==> src/rtl/mips_tb_pkg.sv <==
// Shared types and default signature constants for the MIPS program loader/monitor.
package mips_tb_pkg;

    typedef enum logic [2:0] {
        ST_IDLE,
        ST_LOAD,
        ST_RST_CORE,
        ST_RUN,
        ST_PASS,
        ST_FAIL
    } state_e;

    typedef enum logic [1:0] {
        FC_NONE     = 2'd0,
        FC_MISMATCH = 2'd1,
        FC_TIMEOUT  = 2'd2
    } fail_code_e;

    localparam int DEF_PASS_ADDR = 84;
    localparam int DEF_PASS_DATA = 7;

endpackage

==> src/rtl/mips_run_watchdog.sv <==
// RUN-phase cycle counter and pass-signature comparator; emits hit_pass/hit_fail/timeout strobes.
module mips_run_watchdog #(
    parameter int DATA_W    = 32,
    parameter int ADDR_W    = 32,
    parameter int TIMEOUT   = 1024,
    parameter int PASS_ADDR = 84,
    parameter int PASS_DATA = 7
) (
    input  logic                         clk,
    input  logic                         reset,
    input  logic                         clear,
    input  logic                         run,
    input  logic                         memWrite,
    input  logic [ADDR_W-1:0]            Address,
    input  logic [DATA_W-1:0]            writeData,
    output logic [$clog2(TIMEOUT+1)-1:0] cycle_count,
    output logic                         hit_pass,
    output logic                         hit_fail,
    output logic                         timeout
);

    localparam int CNT_W = $clog2(TIMEOUT + 1);

    logic sig_hit;

    assign sig_hit  = run && memWrite && (Address == ADDR_W'(PASS_ADDR));
    assign hit_pass = sig_hit && (writeData == DATA_W'(PASS_DATA));
    assign hit_fail = sig_hit && (writeData != DATA_W'(PASS_DATA));
    // A signature hit in the last allowed cycle takes priority over the timeout.
    assign timeout  = run && !sig_hit && (cycle_count == CNT_W'(TIMEOUT - 1));

    // NOTE: sequential state uses non-blocking assignment so every register samples pre-edge values.
    always_ff @(posedge clk) begin
        if (reset || clear) begin
            cycle_count <= '0;
        end else if (run && !sig_hit && !timeout) begin
            cycle_count <= cycle_count + CNT_W'(1);
        end
    end

endmodule

==> src/rtl/mips_prog_loader_monitor.sv <==
// Streams a program into instruction memory, pulses core reset, then watches for the pass signature.
module mips_prog_loader_monitor
    import mips_tb_pkg::*;
#(
    parameter int DATA_W     = 32,
    parameter int ADDR_W     = 32,
    parameter int ADDR_STEP  = 4,
    parameter int BASE_ADDR  = 0,
    parameter int MAX_WORDS  = 64,
    parameter int RST_CYCLES = 2,
    parameter int TIMEOUT    = 1024,
    parameter int PASS_ADDR  = DEF_PASS_ADDR,
    parameter int PASS_DATA  = DEF_PASS_DATA
) (
    input  logic                           clk,
    input  logic                           reset,
    input  logic                           start,
    input  logic                           prog_valid,
    input  logic [DATA_W-1:0]              prog_data,
    input  logic                           prog_last,
    output logic                           prog_ready,
    output logic                           instwen,
    output logic [ADDR_W-1:0]              addwrite,
    output logic [DATA_W-1:0]              instrdatain,
    output logic                           core_reset,
    input  logic                           memWrite,
    input  logic [ADDR_W-1:0]              Address,
    input  logic [DATA_W-1:0]              writeData,
    output logic                           done,
    output logic                           pass,
    output logic [1:0]                     fail_code,
    output logic                           ovf,
    output logic [$clog2(MAX_WORDS+1)-1:0] word_count,
    output logic [$clog2(TIMEOUT+1)-1:0]   cycle_count
);

    localparam int WC_W = $clog2(MAX_WORDS + 1);
    localparam int RC_W = $clog2(RST_CYCLES + 1);

    state_e            state, state_next;
    fail_code_e        fc_q;
    logic [RC_W-1:0]   rst_cnt;
    logic              load_start;
    logic              run;
    logic              handshake;
    logic              at_capacity;
    logic              hit_pass, hit_fail, timeout;
    logic [ADDR_W-1:0] next_addr;

    assign run         = (state == ST_RUN);
    assign handshake   = prog_valid && prog_ready;
    assign at_capacity = (word_count == WC_W'(MAX_WORDS - 1));
    assign next_addr   = ADDR_W'(BASE_ADDR) + ADDR_W'(word_count) * ADDR_W'(ADDR_STEP);
    assign fail_code   = fc_q;

    mips_run_watchdog #(
        .DATA_W    (DATA_W),
        .ADDR_W    (ADDR_W),
        .TIMEOUT   (TIMEOUT),
        .PASS_ADDR (PASS_ADDR),
        .PASS_DATA (PASS_DATA)
    ) u_watchdog (
        .clk         (clk),
        .reset       (reset),
        .clear       (load_start),
        .run         (run),
        .memWrite    (memWrite),
        .Address     (Address),
        .writeData   (writeData),
        .cycle_count (cycle_count),
        .hit_pass    (hit_pass),
        .hit_fail    (hit_fail),
        .timeout     (timeout)
    );

    always_ff @(posedge clk) begin
        if (reset) state <= ST_IDLE;
        else       state <= state_next;
    end

    // NOTE: every output of this block gets a default first, so no path can infer a latch.
    always_comb begin
        state_next = state;
        prog_ready = 1'b0;
        core_reset = 1'b1;
        done       = 1'b0;
        pass       = 1'b0;
        load_start = 1'b0;
        case (state)
            ST_IDLE: begin
                if (start) begin
                    state_next = ST_LOAD;
                    load_start = 1'b1;
                end
            end
            ST_LOAD: begin
                prog_ready = 1'b1;
                if (prog_valid && (prog_last || at_capacity)) state_next = ST_RST_CORE;
            end
            ST_RST_CORE: begin
                if (rst_cnt == RC_W'(RST_CYCLES - 1)) state_next = ST_RUN;
            end
            ST_RUN: begin
                core_reset = 1'b0;
                if (hit_pass)                 state_next = ST_PASS;
                else if (hit_fail || timeout) state_next = ST_FAIL;
            end
            ST_PASS, ST_FAIL: begin
                done = 1'b1;
                pass = (state == ST_PASS);
                if (start) begin
                    state_next = ST_LOAD;
                    load_start = 1'b1;
                end
            end
            default: state_next = ST_IDLE;
        endcase
    end

    // Write port is registered: a handshake shows up on instwen exactly one cycle later.
    always_ff @(posedge clk) begin
        if (reset) begin
            instwen     <= 1'b0;
            addwrite    <= '0;
            instrdatain <= '0;
            word_count  <= '0;
            ovf         <= 1'b0;
            fc_q        <= FC_NONE;
            rst_cnt     <= '0;
        end else begin
            instwen <= 1'b0;
            rst_cnt <= (state == ST_RST_CORE) ? rst_cnt + RC_W'(1) : '0;
            if (load_start) begin
                word_count <= '0;
                ovf        <= 1'b0;
                fc_q       <= FC_NONE;
            end
            if (handshake) begin
                instwen     <= 1'b1;
                addwrite    <= next_addr;
                instrdatain <= prog_data;
                word_count  <= word_count + WC_W'(1);
                if (!prog_last && at_capacity) ovf <= 1'b1;
            end
            if (run) begin
                if (hit_fail)     fc_q <= FC_MISMATCH;
                else if (timeout) fc_q <= FC_TIMEOUT;
            end
        end
    end

endmodule

==> config.mk <==
export PLATFORM = sky130hd
export DESIGN_NAME = mips_prog_loader_monitor
export DESIGN_NICKNAME = d
export VERILOG_FILES = /design/src/rtl/mips_tb_pkg.sv /design/src/rtl/mips_run_watchdog.sv /design/src/rtl/mips_prog_loader_monitor.sv
export SDC_FILE = /design/constraint.sdc
export NUM_CORES = 1
export LEC_CHECK = 0
export BUFFER_PORTS_ARGS = -buffer_cell sky130_fd_sc_hd__buf_2
export CAP_MARGIN = 30
export CORE_UTILIZATION = 40
export DETAILED_ROUTE_END_ITERATION = 16
export PLACE_DENSITY = 0.77
export SYNTH_ARGS = -nofsm -noshare
export SYNTH_HDL_FRONTEND = slang
export SYNTH_HIERARCHICAL = 1
export SYNTH_SLANG_ARGS = --single-unit
==> constraint.sdc <==
create_clock -name clk -period 2.9 [get_ports clk]
set_clock_uncertainty 0.1 [all_clocks]
set_input_delay 0 -clock clk [delete_from_list [all_inputs] [get_ports clk]]
set_output_delay 0 -clock clk [all_outputs]
set_load 0.02 [all_outputs]
==> results of run 1 <==
[state kept, by name, indices dropped and copies added, names as in the netlist]
name	flops
state	3
addwrite	7
ovf	1
word_count	7
instwen	1
fail_code	2
u_watchdog/cycle_count	11
rst_cnt	2
instrdatain	32
[placed cells by master, fill, tap and decap left out, types with 9 or more instances in the layout]
| master | instances |
|---|---|
| buf_2 | 166 |
| nand3_1 | 10 |
| o211ai_1 | 9 |
| a21oi_1 | 51 |
| nor4_1 | 14 |
| conb_1 | 25 |
| nand2_1 | 90 |
| dlygate4sd3_1 | 34 |
| clkbuf_8 | 9 |
| dfxtp_1 | 66 |
[worst max-delay path by stage]
stage / start / end / slack, ns / cells past startpoint
floorplan: state[1] / state[1] / 0.33 / 10
global placement: state[0] / state[1] / 0.54 / 9
detailed placement: state[0] / state[1] / 0.42 / 9
CTS: state[0] / state[1] / 0.39 / 9
global route: state[0] / state[1] / 0.18 / 9
finish: state[0] / state[1] / 0.40 / 9
[through the flow]
step                      total power, W  instances
after floorplan                  0.00115        408
after global placement           0.00124        632
after detailed placement         0.00124        633
after CTS                        0.00193        683
after global routing             0.00202        683
final                            0.00191        683
[layout make-up]
cell class	count	area, sq um	share of cell area
Tap cell	99	124	0.0280
Clock inverter	6	33.8	0.00763
Clock buffer	10	128	0.0288
Sequential cell	66	1320	0.298
Inverter	3	11.3	0.00254
Multi-Input combinational cell	291	1570	0.354
Timing Repair Buffer	208	1240	0.281
[layer usage]
layer,track usage,up-vias,routed length (microns)
met5,0,-,0
met4,0.106,0,184
met3,0.0296,12,420
met2,0.422,139,4860
met1,0.273,1572,3870
li1,-,1711,-
[power by group through the flow]
| stage | clock (W) | combinational [W] | sequential [W] |
|---|---|---|---|
| after detailed placement | 0 | 0.000273 | 0.000971 |
| after global placement | 0 | 0.000266 | 0.000969 |
| final | 0.000649 | 0.000312 | 0.000950 |
| after floorplan | 0 | 0.000159 | 0.000993 |
| after CTS | 0.000672 | 0.000310 | 0.000950 |
| after global routing | 0.000721 | 0.000341 | 0.000955 |
[cell families after synthesis]
| logic type | count (synthesis) |
|---|---|
| compound gates | 90 |
| buf+inv | 51 |
| other cells | 1 |
| fa+ha+maj | 3 |
| flops | 66 |
| simple gates | 173 |
[worst max-delay path, cell delays in order, from the launching register on]
cell and delay [ns]:
dfxtp_1 0.50, nor2b_1 0.20, and2_1 0.16, and4bb_2 0.23
nand4_1 0.14, o31ai_2 0.26, nor3_1 0.12, o31a_1 0.30
or3_1 0.30, o31ai_1 0.08
[what timing repair did]
action                     in CTS  in global routing
setup endpoints to repair       0                  0
hold endpoints to repair       35                  0
hold buffers                   34                  0
==> impl_metrics.env, run 1 <==
export IMPL_status="complete, no violations"
export IMPL_wl_per_cell_microns=13.7
export IMPL_syn_to_final_growth_pct=42.6
export IMPL_async_flop_share=0
export IMPL_maxCapViolCount=0
export IMPL_timing_final_crit_period_ns=2.50
export IMPL_routed_wl_microns=9340
export IMPL_clkLatencyLatePin_ns=0.33
export IMPL_holdWs_ns=0.0308
export IMPL_dpl_instance_area_sq_um=3930
export IMPL_synth_top_family_by_area="simple AND/OR/NAND/NOR gates"
export IMPL_die_area_sq_um=8120
export IMPL_synth_edff_count=0
export IMPL_drcViolationCount=0
export IMPL_die_h_microns=90.1
export IMPL_antenna_found_initial=0
export IMPL_synth_seq_cells=66
export IMPL_nFillCells=670
export IMPL_dr_pass1_iters=4
export IMPL_fin_setup_tns_ns=0
export IMPL_rsz0062_at_grt="false"
export IMPL_tightestPinTransition_ns=0.579
export IMPL_peakVddDrop_v=0.000260
export IMPL_yosysWarnings=6
export IMPL_power_density_nw_per_um2=432
export IMPL_cts_htree_levels=3
export IMPL_diodes=0
export IMPL_seqPwrFrac=0.497
export IMPL_pin_count=192
export IMPL_grt_pass1_wl_microns=15300
export IMPL_yosys_most_used_dff="dfxtp_1"
export IMPL_setup_violations=0
export IMPL_synth_most_common_cell="nand2_1"
export IMPL_synth_simple_area_share=0.284
export IMPL_final_layout_size_suffix_gt1_frac=0.344
export IMPL_dp_hpwl_microns=6550
export IMPL_fmax_ghz=0.400
export IMPL_design_area_sq_um=4430
export IMPL_ys_seq_area_frac=0.426
export IMPL_rows=31
export IMPL_hp_class="primary input to flop"
export IMPL_finalHoldViolCount=0
export IMPL_worst_slack_ns=0.397
export IMPL_rrSetupSlack_ns=0.40
export IMPL_clockBufferDepth=2
export IMPL_crit_arrival_ns=2.62
export IMPL_relSlewSlack=0.614
export IMPL_power_internal_w=0.00137
export IMPL_synth_area_per_cell_sq_um=8.08
export IMPL_holdPathEnd="instrdatain[9]"
export IMPL_vias_per_cell=5.03
export IMPL_start_kind="flop"
export IMPL_synthMuxAreaShare=0
export IMPL_syn_area_sq_um=3100
export IMPL_grt_overflow=0
export IMPL_root_buffer="clkbuf_8"
export IMPL_r2r_start="state[0]"
export IMPL_first_iter_violations=167
export IMPL_synth_top_cell_area_share=0.426
export IMPL_p_sw_frac=0.284
export IMPL_port_buffers=166
export IMPL_clkSinkCount=66
export IMPL_worst_setup_path_end_kind="flop"
export IMPL_r2r_end="state[1]"
export IMPL_finalCritPeriodShare=0.863
export IMPL_yosysTopAreaCell="dfxtp_1"
export IMPL_core_area_sq_um=7370
export IMPL_synth_xor_area_share=0
export IMPL_clk_pin_slew_ns=0.08
export IMPL_pre_cts_slack_ns=0.416
export IMPL_cp_data_required_time_ns=3.02
export IMPL_criticalPathCategory="flop to flop"
export IMPL_synth_commonest_cells="90 x nand2_1, 66 x dfxtp_1, 51 x a21oi_1"
export IMPL_cts_setup_buffers=0
export IMPL_postSynthCellCount=384
export IMPL_num_vias=3434
export IMPL_power_switching_w=0.000542
export IMPL_synthTopCellsByArea="dfxtp_1 43%, nand2_1 11%, a21oi_1 8.2%"
export IMPL_grt_max_degree=36
export IMPL_combPwrFrac=0.163
export IMPL_crit_fanout=10
export IMPL_fin_util=0.601
export IMPL_synthAdderAreaFrac=0.0121
export IMPL_post_cts_resized=0
export IMPL_hold_depth=2
export IMPL_p_leak_nw=1.97
export IMPL_worstRegToRegCells=9
export IMPL_hp_start="reset"
export IMPL_p_clk_frac=0.339
export IMPL_yosysUniqueCellTypes=51
export IMPL_start_util=0.421
export IMPL_synth_compound_area_frac=0.176
export IMPL_die_x_microns=90.1
export IMPL_place_gp_congestion=0.860
export IMPL_first_global_vias=3252
export IMPL_drv_slew=0
export IMPL_cts_tree="yes"
export IMPL_grt_use_total=0.233
export IMPL_antenna_left=0
export IMPL_final_nets=684
export IMPL_numCtsBuffers=9
(Power assumes the default switching activity.)
==> inputs of run 2 (changes only) <==
Settings changed: CELL_PAD_IN_SITES_DETAIL_PLACEMENT set to 1, CELL_PAD_IN_SITES_GLOBAL_PLACEMENT set to 1, CORE_UTILIZATION 40 to 29, PLACE_DENSITY 0.77 to 0.81.
==> run 2 against run 1 <==
Global-route usage decreased by 2.7 points. Sequential share of layout area decreased by 1.3 points. Worst setup slack got worse by 0.23 ns. Count of clock-buffer cells in the layout increased by 1. Critical path depth unchanged. Via count increased by 5.2%. Non-clock buffer count increased by 9. Final area increased by 4.7%. Largest cell class unchanged. Utilization decreased by 15 points. Cell count increased by 7.0%. Register-to-register slack got worse by 0.23 ns. Routed wire length increased by 24%.
==> impl_metrics.env, run 2 (same netlist as run 1, synthesis figures left out) <==
export IMPL_final_layout_size_suffix_gt1_frac=0.347
export IMPL_finalCritPeriodShare=0.944
export IMPL_rows=37
export IMPL_root_buffer="clkbuf_8"
export IMPL_die_x_microns=105
export IMPL_fin_setup_tns_ns=0
export IMPL_pin_count=192
export IMPL_clk_pin_slew_ns=0.07
export IMPL_slowest_delay_ns=0.56
export IMPL_fmax_ghz=0.365
export IMPL_drcViolationCount=0
export IMPL_start_kind="flop"
export IMPL_die_h_microns=105
export IMPL_crit_buf_inv=1
export IMPL_status="complete, no violations"
export IMPL_clockBufferDepth=2
export IMPL_clkSinkCount=66
export IMPL_first_global_vias=3725
export IMPL_wl_per_cell_microns=15.8
export IMPL_vias_per_cell=4.94
export IMPL_routed_wl_microns=11600
export IMPL_cts_htree_levels=3
export IMPL_clkLatencyLatePin_ns=0.34
export IMPL_rsz0062_at_grt="false"
export IMPL_path_cells="nor2b_2 > and2_1 > and4bb_2 > nand4_1 > o31ai_2 > nor3_1 > o311ai_1 > a21oi_1 > dlygate4sd3_1"
export IMPL_first_iter_violations=91
export IMPL_timing_final_crit_period_ns=2.74
export IMPL_maxCapViolCount=0
export IMPL_crit_fanout=9
export IMPL_syn_to_final_growth_pct=49.3
export IMPL_seq_area_sq_um=1320
export IMPL_numCtsBuffers=9
export IMPL_slowest_stage="dlygate4sd3_1"
export IMPL_peakVddDrop_v=0.000185
export IMPL_multi_input_area_sq_um=1580
export IMPL_criticalPathCategory="flop to flop"
export IMPL_reg_largest_list="instrdatain x32, u_watchdog/cycle_count x11"
export IMPL_nFillCells=1307
export IMPL_path_delay_family="simple AND/OR/NAND/NOR gates"
export IMPL_final_nets=693
export IMPL_p_leak_nw=2.05
export IMPL_relSlewSlack=0.484
export IMPL_cp_data_required_time_ns=3.04
export IMPL_place_gp_congestion=0.829
export IMPL_num_vias=3613
export IMPL_grt_overflow=0
export IMPL_dp_hpwl_microns=8040
export IMPL_top_register="instrdatain"
export IMPL_antenna_left=0
export IMPL_finalHoldViolCount=0
export IMPL_dr_pass1_iters=4
export IMPL_core_area_sq_um=10400
export IMPL_port_buffers=166
export IMPL_grt_use_total=0.206
export IMPL_die_area_sq_um=11100
export IMPL_drv_slew=0
export IMPL_grt_max_degree=45
export IMPL_setup_violations=0
export IMPL_start_util=0.299
export IMPL_largest_reg_flops=32
export IMPL_cts_tree="yes"
export IMPL_crit_arrival_ns=2.87
export IMPL_grt_pass1_wl_microns=18000
export IMPL_hp_class="primary input to flop"
export IMPL_power_density_nw_per_um2=464
export IMPL_antenna_found_initial=2
export IMPL_layout_common_cells="166 x buf_2, 90 x nand2_1, 65 x dfxtp_1"
export IMPL_mostFrequentLayoutCell="buf_2"
export IMPL_tightestPinTransition_ns=0.774
export IMPL_power_w=0.00215
export IMPL_worst_setup_path_end_kind="flop"
[run 2: changes by cell type in the layout (fill, tap and decap cells not counted), sizes merged]
cell	change
buf	+1
bufinv	+2
clkbuf	+1
clkinv	-4
clkinvlp	+1
diode	+2
dlygate4sd3	+8
[run 2: through the flow]
step           area, sq um  hold slack [ns]   util  worst slack [ns]  std cells
4_1_cts               4620            0.132  0.445            0.0512        729
3_5_place_dp          3980            0.151  0.384             0.501        671
6_report              4630            0.147  0.447             0.164        731
3_3_place_gp          3960            0.141  0.382             0.616        670
2_1_floorplan         3190           0.0360      -             0.331        408
5_1_grt               4630            0.166  0.447            0.0123        731
[run 2: cell type report]
class | instances | area share
tap | 136 | 0.0367
multi-input combinational | 291 | 0.340
clock buffer | 11 | 0.0305
antenna | 2 | 0.00108
clock inverter | 5 | 0.0167
inverter | 3 | 0.00243
timing repair buffer | 217 | 0.287
sequential | 66 | 0.285
[run 2: timing repair]
item	CTS	global route
endpoints found under the hold margin	39	0
hold buffers	42	0
setup buffers	0	0
gates resized for setup	0	5
setup endpoints to repair	0	1
[run 2: worst min-delay path, cell delays in order]
cell and delay, ns:
buf_2 0.11, nand4bb_2 0.32, o31ai_1 0.12
[run 2: metal layers]
metal | global-route usage | vias up | part of all wire
met2 | 0.397 | 144 | 0.54
met4 | 0.0996 | 0 | 0.020
met3 | 0.0390 | 16 | 0.053
li1 | - | 1734 | -
met5 | 0 | - | 0
met1 | 0.211 | 1719 | 0.39
[run 2: power by group]
group	switching, W	total (W)	internal (W)
logic	0.000193	0.000334	0.000141
clock network	0.000362	0.000868	0.000505
registers	0.0000162	0.000948	0.000932
total	0.000571	0.00215	0.00158
[run 2: worst paths after layout]
kind / startpoint / endpoint / slack [ns] / depth (start not counted)
max: state[2] / state[2] / 0.16 / 9
min: prog_valid / state[1] / 0.15 / 3
max reg2reg: state[2] / state[2] / 0.16 / 9
min reg2reg: rst_cnt[0] / rst_cnt[0] / 0.35 / 1
